File: config.mk
export PLATFORM = sky130hd
export DESIGN_NAME = mem_arbiter_flat
export DESIGN_NICKNAME = d
export VERILOG_FILES = /design/src/rtl/mem_arb_pkg.sv /design/src/rtl/mem_arb_if.sv /design/src/rtl/mem_arb_starve_cnt.sv /design/src/rtl/mem_arbiter.sv /design/src/flat_wrapper.sv
export SDC_FILE = /design/constraint.sdc
export NUM_CORES = 1
export LEC_CHECK = 0
export CORE_AREA = 2 2 81 83
export CTS_CLUSTER_SIZE = 40
export DETAILED_ROUTE_END_ITERATION = 12
export DIE_AREA = 0 0 83 85
export PLACE_DENSITY = 0.91
export SYNTH_ARGS = -nofsm -noshare
export SYNTH_HDL_FRONTEND = slang
export SYNTH_SLANG_ARGS = --single-unit
File: constraint.sdc
create_clock -name clk -period 5.6 [get_ports clk]
set_clock_uncertainty 0.2 [all_clocks]
set_input_delay 1.12 -clock clk [delete_from_list [all_inputs] [get_ports clk]]
set_output_delay 1.12 -clock clk [all_outputs]
set_load 0.02 [all_outputs]
File: src/rtl/mem_arb_pkg.sv
// Shared types and constants for the data-memory arbiter between the CPU data port
// and the external loader port.
package mem_arb_pkg;

  localparam int WCNT_W = 8;

  typedef enum logic {
    S_CPU,
    S_FORCE
  } arb_state_t;

  typedef enum logic [1:0] {
    OWN_NONE,
    OWN_CPU,
    OWN_LD
  } owner_t;

endpackage

File: src/rtl/mem_arb_if.sv
// Bundle of CPU, loader and memory-side signals around mem_arbiter.
// slave = arbiter view; master = surrounding CPU/loader/memory view.
interface mem_arb_if #(
  parameter int DATA_W = 22
);

  logic              cpu_read;
  logic              cpu_write;
  logic [DATA_W-1:0] cpu_adr;
  logic [DATA_W-1:0] cpu_wdata;
  logic [DATA_W-1:0] cpu_rdata;
  logic              cpu_stall;

  logic              ld_req;
  logic              ld_we;
  logic [DATA_W-1:0] ld_adr;
  logic [DATA_W-1:0] ld_wdata;
  logic              ld_gnt;
  logic [DATA_W-1:0] ld_rdata;
  logic              ld_rvalid;

  logic              mem_we;
  logic [DATA_W-1:0] mem_adr;
  logic [DATA_W-1:0] mem_wdata;
  logic [DATA_W-1:0] mem_rdata;

  modport slave (
    input  cpu_read, cpu_write, cpu_adr, cpu_wdata,
    input  ld_req, ld_we, ld_adr, ld_wdata,
    input  mem_rdata,
    output cpu_rdata, cpu_stall,
    output ld_gnt, ld_rdata, ld_rvalid,
    output mem_we, mem_adr, mem_wdata
  );

  modport master (
    output cpu_read, cpu_write, cpu_adr, cpu_wdata,
    output ld_req, ld_we, ld_adr, ld_wdata,
    output mem_rdata,
    input  cpu_rdata, cpu_stall,
    input  ld_gnt, ld_rdata, ld_rvalid,
    input  mem_we, mem_adr, mem_wdata
  );

endinterface

File: src/rtl/mem_arb_starve_cnt.sv
// Counts consecutive denied loader-request cycles; force_next flags the cycle whose
// increment reaches STARVE_LIM so the arbiter forces a loader grant next cycle.
module mem_arb_starve_cnt
  import mem_arb_pkg::*;
#(
  parameter int STARVE_LIM = 4
) (
  input  logic clk,
  input  logic rst,
  input  logic ld_req,
  input  logic ld_gnt,
  output logic force_next
);

  localparam logic [WCNT_W-1:0] LIM = WCNT_W'(STARVE_LIM);

  logic [WCNT_W-1:0] wcnt;
  logic [WCNT_W-1:0] wcnt_inc;

  assign wcnt_inc   = wcnt + WCNT_W'(1);
  assign force_next = ld_req & ~ld_gnt & (wcnt_inc == LIM);

  // NOTE: sequential state uses non-blocking assignments so every flop samples
  // pre-edge values regardless of block ordering.
  always_ff @(posedge clk or posedge rst) begin
    if (rst)                                 wcnt <= '0;
    else if (!ld_req || ld_gnt || force_next) wcnt <= '0;
    else                                     wcnt <= wcnt_inc;
  end

endmodule

File: src/rtl/mem_arbiter.sv
// CPU-priority arbiter for the shared data memory with starvation-forced loader grants.
// Optional MEM_ARB_STATS_EN adds saturating stall_cnt / ld_cnt outputs.
module mem_arbiter
  import mem_arb_pkg::*;
#(
  parameter int DATA_W     = 22,
  parameter int STARVE_LIM = 4
) (
  input  logic         clk,
  input  logic         rst,
  mem_arb_if.slave     bus
`ifdef MEM_ARB_STATS_EN
  ,
  output logic [15:0]  stall_cnt,
  output logic [15:0]  ld_cnt
`endif
);

  arb_state_t        state, state_next;
  owner_t            owner, rd_own, rd_own_next;
  logic              cpu_act;
  logic              force_gnt;
  logic              force_next;
  logic [DATA_W-1:0] adr_mux, wdata_mux;

  assign cpu_act = bus.cpu_read | bus.cpu_write;

  mem_arb_starve_cnt #(.STARVE_LIM(STARVE_LIM)) u_starve (
    .clk       (clk),
    .rst       (rst),
    .ld_req    (bus.ld_req),
    .ld_gnt    (bus.ld_gnt),
    .force_next(force_next)
  );

  always_ff @(posedge clk or posedge rst) begin
    if (rst) begin
      state  <= S_CPU;
      rd_own <= OWN_CPU;
    end else begin
      state  <= state_next;
      rd_own <= rd_own_next;
    end
  end

  // NOTE: every output of this block gets a default first, so no path can infer a latch.
  always_comb begin
    owner       = OWN_NONE;
    force_gnt   = 1'b0;
    state_next  = force_next ? S_FORCE : S_CPU;
    rd_own_next = OWN_NONE;
    if (rst) begin
      owner = OWN_NONE;
    end else if (state == S_FORCE && bus.ld_req) begin
      owner     = OWN_LD;
      force_gnt = 1'b1;
    end else if (cpu_act) begin
      owner = OWN_CPU;
    end else if (bus.ld_req) begin
      owner = OWN_LD;
    end
    if (owner == OWN_LD && !bus.ld_we)        rd_own_next = OWN_LD;
    else if (owner == OWN_CPU && bus.cpu_read) rd_own_next = OWN_CPU;
  end

  // With no owner the address bus keeps the CPU address; reset clamps it to zero.
  always_comb begin
    adr_mux   = (owner == OWN_LD) ? bus.ld_adr   : bus.cpu_adr;
    wdata_mux = (owner == OWN_LD) ? bus.ld_wdata : bus.cpu_wdata;
    unique case (owner)
      OWN_CPU: bus.mem_we = bus.cpu_write;
      OWN_LD:  bus.mem_we = bus.ld_we;
      default: bus.mem_we = 1'b0;
    endcase
  end

  assign bus.mem_adr   = rst ? {DATA_W{1'b0}} : adr_mux;
  assign bus.mem_wdata = rst ? {DATA_W{1'b0}} : wdata_mux;
  assign bus.ld_gnt    = (owner == OWN_LD);
  assign bus.cpu_stall = force_gnt & cpu_act;
  assign bus.ld_rvalid = (rd_own == OWN_LD);
  assign bus.ld_rdata  = bus.mem_rdata;
  assign bus.cpu_rdata = bus.mem_rdata;

`ifdef MEM_ARB_STATS_EN
  always_ff @(posedge clk or posedge rst) begin
    if (rst) begin
      stall_cnt <= '0;
      ld_cnt    <= '0;
    end else begin
      if (bus.cpu_stall && stall_cnt != 16'hFFFF) stall_cnt <= stall_cnt + 16'd1;
      if (bus.ld_gnt && ld_cnt != 16'hFFFF)       ld_cnt    <= ld_cnt + 16'd1;
    end
  end
`endif

endmodule

File: src/flat_wrapper.sv
// flat-port wrapper written by rule: the top's interface ports become plain ports
module mem_arbiter_flat import mem_arb_pkg::*;
#(
  parameter int DATA_W     = 22,
  parameter int STARVE_LIM = 4
)
  (clk, rst, bus_cpu_read, bus_cpu_write, bus_cpu_adr, bus_cpu_wdata, bus_ld_req, bus_ld_we, bus_ld_adr, bus_ld_wdata, bus_mem_rdata, bus_cpu_rdata, bus_cpu_stall, bus_ld_gnt, bus_ld_rdata, bus_ld_rvalid, bus_mem_we, bus_mem_adr, bus_mem_wdata);
  mem_arb_if #(.DATA_W(DATA_W)) bus_i ();
  input  logic clk;
  input  logic rst;
  input wire logic [$bits(bus_i.cpu_read)-1:0] bus_cpu_read;
  input wire logic [$bits(bus_i.cpu_write)-1:0] bus_cpu_write;
  input wire logic [$bits(bus_i.cpu_adr)-1:0] bus_cpu_adr;
  input wire logic [$bits(bus_i.cpu_wdata)-1:0] bus_cpu_wdata;
  input wire logic [$bits(bus_i.ld_req)-1:0] bus_ld_req;
  input wire logic [$bits(bus_i.ld_we)-1:0] bus_ld_we;
  input wire logic [$bits(bus_i.ld_adr)-1:0] bus_ld_adr;
  input wire logic [$bits(bus_i.ld_wdata)-1:0] bus_ld_wdata;
  input wire logic [$bits(bus_i.mem_rdata)-1:0] bus_mem_rdata;
  output wire logic [$bits(bus_i.cpu_rdata)-1:0] bus_cpu_rdata;
  output wire logic [$bits(bus_i.cpu_stall)-1:0] bus_cpu_stall;
  output wire logic [$bits(bus_i.ld_gnt)-1:0] bus_ld_gnt;
  output wire logic [$bits(bus_i.ld_rdata)-1:0] bus_ld_rdata;
  output wire logic [$bits(bus_i.ld_rvalid)-1:0] bus_ld_rvalid;
  output wire logic [$bits(bus_i.mem_we)-1:0] bus_mem_we;
  output wire logic [$bits(bus_i.mem_adr)-1:0] bus_mem_adr;
  output wire logic [$bits(bus_i.mem_wdata)-1:0] bus_mem_wdata;
  assign bus_i.cpu_read = bus_cpu_read;
  assign bus_i.cpu_write = bus_cpu_write;
  assign bus_i.cpu_adr = bus_cpu_adr;
  assign bus_i.cpu_wdata = bus_cpu_wdata;
  assign bus_i.ld_req = bus_ld_req;
  assign bus_i.ld_we = bus_ld_we;
  assign bus_i.ld_adr = bus_ld_adr;
  assign bus_i.ld_wdata = bus_ld_wdata;
  assign bus_i.mem_rdata = bus_mem_rdata;
  assign bus_cpu_rdata = bus_i.cpu_rdata;
  assign bus_cpu_stall = bus_i.cpu_stall;
  assign bus_ld_gnt = bus_i.ld_gnt;
  assign bus_ld_rdata = bus_i.ld_rdata;
  assign bus_ld_rvalid = bus_i.ld_rvalid;
  assign bus_mem_we = bus_i.mem_we;
  assign bus_mem_adr = bus_i.mem_adr;
  assign bus_mem_wdata = bus_i.mem_wdata;
  mem_arbiter #(.DATA_W(DATA_W), .STARVE_LIM(STARVE_LIM)) u_core (.clk(clk), .rst(rst), .bus(bus_i));
endmodule
# Word-level counts from Yosys, hierarchy flattened
# Cells that the tools add are included.
dict set report totals {
  elab_cells 35
  out_inout_bits 92
  register_bits 11
  in_bits 116
}
dict set report op_classes {
  n_addsub 1
  mux 15
  reduce_logical 7
  n_eq_ne 4
  n_bitwise 5
}
# op n
set op_table {}
lappend op_table {{22-bit 2-to-1 mux} 4}
lappend op_table {{2-bit 2-to-1 mux} 5}
lappend op_table {{8-bit by 1-bit adder with 8-bit output (second input constant)} 1}
lappend op_table {{8-bit by 3-bit == test with 1-bit output (second input constant)} 1}
lappend op_table {{8-bit 2-to-1 mux} 1}
lappend op_table {{2-bit == test (second input constant)} 2}
lappend op_table {{1-bit 2-to-1 mux} 4}
lappend op_table {{1-bit bitwise AND} 3}
lappend op_table {{1-bit logical AND} 3}
lappend op_table {{2-bit by 1-bit == test with 1-bit output (second input constant)} 1}
lappend op_table {{1-bit logical NOT} 2}
lappend op_table {{1-bit logical OR} 2}
lappend op_table {{1-bit case mux with 2 select lines} 1}
lappend op_table {{1-bit NOT} 1}
lappend op_table {{1-bit bitwise OR} 1}

# Longest topological paths before layout
dict set report depth {
  word_depth 10
  depth_mapped 8
}

# Cells and area by module
# From an unflattened synthesis, not the netlist that was laid out.
dict set report hier_totals {
  cells_unflattened 207
  hier_area_um2 1694.1
}
# mod cells_each instances seq_area_each_um2 area_per_inst_um2
set by_module_without_submodules {}
lappend by_module_without_submodules {mem_arbiter 161 1 76.3 1234.9}
lappend by_module_without_submodules {mem_arb_starve_cnt 46 1 200.2 459.2}

# Worst setup path before layout
# Ideal clock, no wire load.
dict set report synth_path {
  kind {input-to-output}
  startpoint {input port rst}
  endpoint {output port bus_mem_we}
  path_slack_ns 1.511
  path_stages 8
  arrival_time_ns 2.769
  path_cell_list {clkbuf_1 a211oi_1 inv_1 ha_1 buf_2 buf_2 a22oi_1 nor2_1}
}
dict set report synth_between {
  elab_chain_cells 3
  elab_cells_between_ends 4
}
# element line
set synth_lines {}
lappend synth_lines {{start, declared} flat_wrapper.sv:10} ;# input logic rst;
lappend synth_lines {{2-bit 2-to-1 mux} mem_arbiter.sv:52} ;# if (rst) begin
lappend synth_lines {{2-bit == test} -}
lappend synth_lines {{net bus_ld_gnt} flat_wrapper.sv:22} ;# output wire logic [$bits(bus_i.ld_gnt)-1:0] bus_ld_gnt;
lappend synth_lines {{1-bit case mux with 2 select lines} mem_arbiter.sv:70} ;# unique case (owner)
lappend synth_lines {{end, declared} flat_wrapper.sv:25} ;# output wire logic [$bits(bus_i.mem_we)-1:0] bus_mem_we;
# The timed path passes the listed nets, and every way through them passes these cells.

# Worst setup path after layout
dict set report layout_path {
  startpoint {input port bus_ld_req}
  endpoint {output port bus_mem_wdata[0]}
}
dict set report layout_between {
  elab_chain_cells 7
  elab_cells_between_ends 8
}
# element line
set layout_lines {}
lappend layout_lines {{start, declared} flat_wrapper.sv:15} ;# input wire logic [$bits(bus_i.ld_req)-1:0] bus_ld_req;
lappend layout_lines {{2-bit 2-to-1 mux} mem_arbiter.sv:59} ;# end else if (bus.ld_req) begin
lappend layout_lines {{2-bit 2-to-1 mux} mem_arbiter.sv:57} ;# end else if (cpu_act) begin
lappend layout_lines {{2-bit 2-to-1 mux (*)} mem_arbiter.sv:54} ;# end else if (state == S_FORCE && bus.ld_req) begin
lappend layout_lines {{2-bit 2-to-1 mux (*)} mem_arbiter.sv:52}
lappend layout_lines {{2-bit == test (*)} mem_arbiter.sv:69} ;# wdata_mux = (owner == OWN_LD) ? bus.ld_wdata : bus.cpu_wdata;
lappend layout_lines {{22-bit 2-to-1 mux (*)} mem_arbiter.sv:69}
lappend layout_lines {{22-bit 2-to-1 mux (*)} mem_arbiter.sv:78} ;# assign bus.mem_wdata = rst ? {DATA_W{1'b0}} : wdata_mux;
lappend layout_lines {{end, declared} flat_wrapper.sv:27} ;# output wire logic [$bits(bus_i.mem_wdata)-1:0] bus_mem_wdata;
# Mark *: on every way between the ends. The rest lies on a longest branch, timed or not.

==> impl_metrics.csv <==
group,metric,value,unit
timing,timing.hold.ws,0.335,ns
clock_tree,cts_max_path_buffers,2,
power_and_ir_drop,power_density,121,nW/um2
clock_tree,cts-root-buf,"clkbuf_8",
outcome,status,"finished, final reports clean",
setup_path,crit_top_cell,"clkdlybuf4s50_1",
clock_tree,cts-buffers-inserted,3,
clock_tree,ctsHtreeMaxLevel,1,
placement,port_buffers,141,
layout,stdcell_count,373,
route,drc_errors,0,
clock_tree,cts_tree,"built",
synthesis,ys_types,26,
setup_path,crit_chain,"clkdlybuf4s50_1 -> nor2b_1 -> o21ai_0 -> inv_1 -> ha_2 -> buf_12 -> mux2i_1 -> nor2_1 -> clkdlybuf4s50_1",
layout,n_fill_cell,618,
setup_path,worstPathArrival,3.54,ns
placement,post-place-ws,0.716,ns
setup_path,crit_path_start_kind,"input pin",
clock_tree,path_clk_slew,0.05,ns
setup_path,critical-path-max-stage-delay,0.64,ns
floorplan,ioPinCount,208,
setup_path,cp_slowest_cell,"clkdlybuf4s50_1",
route,drt-total-wl,5.31,mm
synthesis,yosysSeqAreaShare,17.6,%
synthesis,netlist.area_leader.share,28.0,%
min_path,hold_class,"flop to flop",
setup_path,required,4.28,ns
grt,grt_first_pass_wirelength,8.48,mm
synthesis,synth_cells,203,
timing,relSlewSlack,68.8,%
timing,setup_viol,0,
clock_tree,post-cts-setup-buffer-count,0,
synthesis,synth_seq_cells,11,
timing,period_minus_slack,4.86,ns
grt,grt_use_total,14.5,%
placement,place_congestion,0.881,
layout,layout_common_cells,"140 x clkdlybuf4s50_1, 54 x nor2_1, 44 x mux2i_1",
floorplan,core_area,6200,um2
floorplan,fp.dieArea,7060,um2
placement,hpwlAfterDp,4.48,mm
layout,drive_gt1_share,4.05,%
route,ant_nets,0,
route,dr.pass1.iters,4,
synthesis,synth_nets,323,
timing,max_freq,0.206,GHz
placement,place_inst,369,
clock_tree,worstSkewPairLatency,0.24,ns
timing,drv_slew,0,
timing,rsz0062_at_grt,"false",
timing,fin_crit_sh,86.9,%
synthesis,yosysWarnings,0,
layout,n_antenna_cell,0,
floorplan,die_w,83,um
synthesis,yosysTopAreaCell,"mux2i_1",
clock_tree,hold_buffers,0,
floorplan,die_h,85,um
route,via_count,1652,
setup_path,cp-end-kind,"output pin",
floorplan,rows,29,
synthesis,postSynthAreaPerCell,7.75,um2
layout,area_growth,76.5,%
grt,overflow,0,
timing,fin_setup_tns,0,ns
timing,layout_setup_ws,0.736,ns
setup_path,crit_type,"input pin to output pin",
power_and_ir_drop,cellLeakagePower,1.03,nW
route,viasPerCell,4.43,
clock_tree,clock-sinks,11,
route,wl_per_cell,14.2,um
layout,layout.nets,417,
route,initialDrtViolationCount,38,
power_and_ir_drop,peakVddDrop,0.0894,mV
grt,grt_pass1_vias,1722,
timing,finalHoldViolCount,0,
grt,grt_max_degree,50,
floorplan,initial_core_util,25.4,%
clock_tree,cts-resized-gates,0,
synthesis,synth.cell_area,1570,um2
synthesis,netlist_top_cells_area,"mux2i_1 28%, buf_4 21%, dfrtp_1 16%",
flow_run,max-cap-violations,0,
timing,tightest_slew,0.465,ns
layout,final_common_cell,"clkdlybuf4s50_1",
setup_path,crit_fanout,49,
grt,antenna_found_initial,0,
==> power by group <==
part / internal (mW) / total [mW] / switching, mW
Clock: 0.0500 / 0.0801 / 0.0301
Combinational: 0.104 / 0.171 / 0.0668
Sequential: 0.0825 / 0.0855 / 0.00304
==> layout make-up <==
class	count	area (um2)	share of cell area (%)
clock buffer	4	45.0	1.62
inverter	4	15.0	0.541
multi-input combinational	134	911	32.8
sequential	11	277	9.95
tap	77	96.3	3.47
timing repair buffer	143	1430	51.6
==> flip-flops by register name, indices dropped and copies added, names as in the netlist <==
name	cells
u_core.state	1
u_core.rd_own	2
u_core.u_starve.wcnt	8
==> final timing paths <==
kind	slack (ns)	to	depth (start not counted)	from
worst max-delay path	0.74	bus_mem_wdata[0]	9	bus_ld_req
worst min-delay path	0.33	u_core.u_starve.wcnt[0]	1	u_core.u_starve.wcnt[0]
worst max register to register	3.57	u_core.u_starve.wcnt[0]	6	u_core.state
worst min register to register	0.33	u_core.u_starve.wcnt[0]	1	u_core.u_starve.wcnt[0]
max in group asynchronous	4.04	u_core.rd_own[0]	2	rst
min in group asynchronous	0.84	u_core.u_starve.wcnt[5]	2	rst
==> synth_stat cells <==
master / n
a211oi_1: 1
a21oi_1: 1
a22oi_1: 1
a311oi_2: 1
a31oi_1: 2
and3b_2: 1
and4_2: 1
and4_4: 1
buf_2: 5
buf_4: 44
clkbuf_1: 5
dfrtp_1: 10
dfstp_2: 1
ha_1: 4
inv_1: 4
mux2i_1: 44
nand2_1: 5
nand2b_1: 1
nand3_1: 4
nand4_1: 1
nor2_1: 54
nor2b_1: 4
o21ai_0: 2
or3_1: 1
xnor2_1: 2
xor2_1: 3
==> layer usage <==
metal	wire [um]	track usage [%]
met2	3050	28.7
met5	0	0
met1	1820	15.6
met3	401	3.50
met4	38	2.98
==> through the flow <==
stage	cell area (um2)	power (mW)	util [%]
floorplan	1570	0.195	-
global placement	2730	0.256	44.0
detailed placement	2730	0.259	44.0
CTS	2780	0.342	44.8
global route	2780	0.358	44.8
finish	2780	0.337	44.8
==> critical path: cells and delay by family <==
family	cells	cell delay, ns
AO/OA/AOI/OAI	1	0.15
adder cells (fa/ha/maj)	1	0.19
buffers and inverters	4	1.53
multiplexers	1	0.13
AND/OR/NAND/NOR	2	0.38
==> kinds of logic (layout without fill, tap and decap cells) <==
kind of cell	Yosys count	count (layout)	synth area share [%]
flip-flops	11	11	17.6
multiplexers	44	44	28.0
adder cells (fa/ha/maj)	4	4	3.18
AND/OR/NAND/NOR	73	73	20.1
AO/OA/AOI/OAI	8	8	3.66
buffers and inverters	58	151	24.7
XOR/XNOR	5	5	2.78
Note: power is estimated with default switching activity, not from simulation.
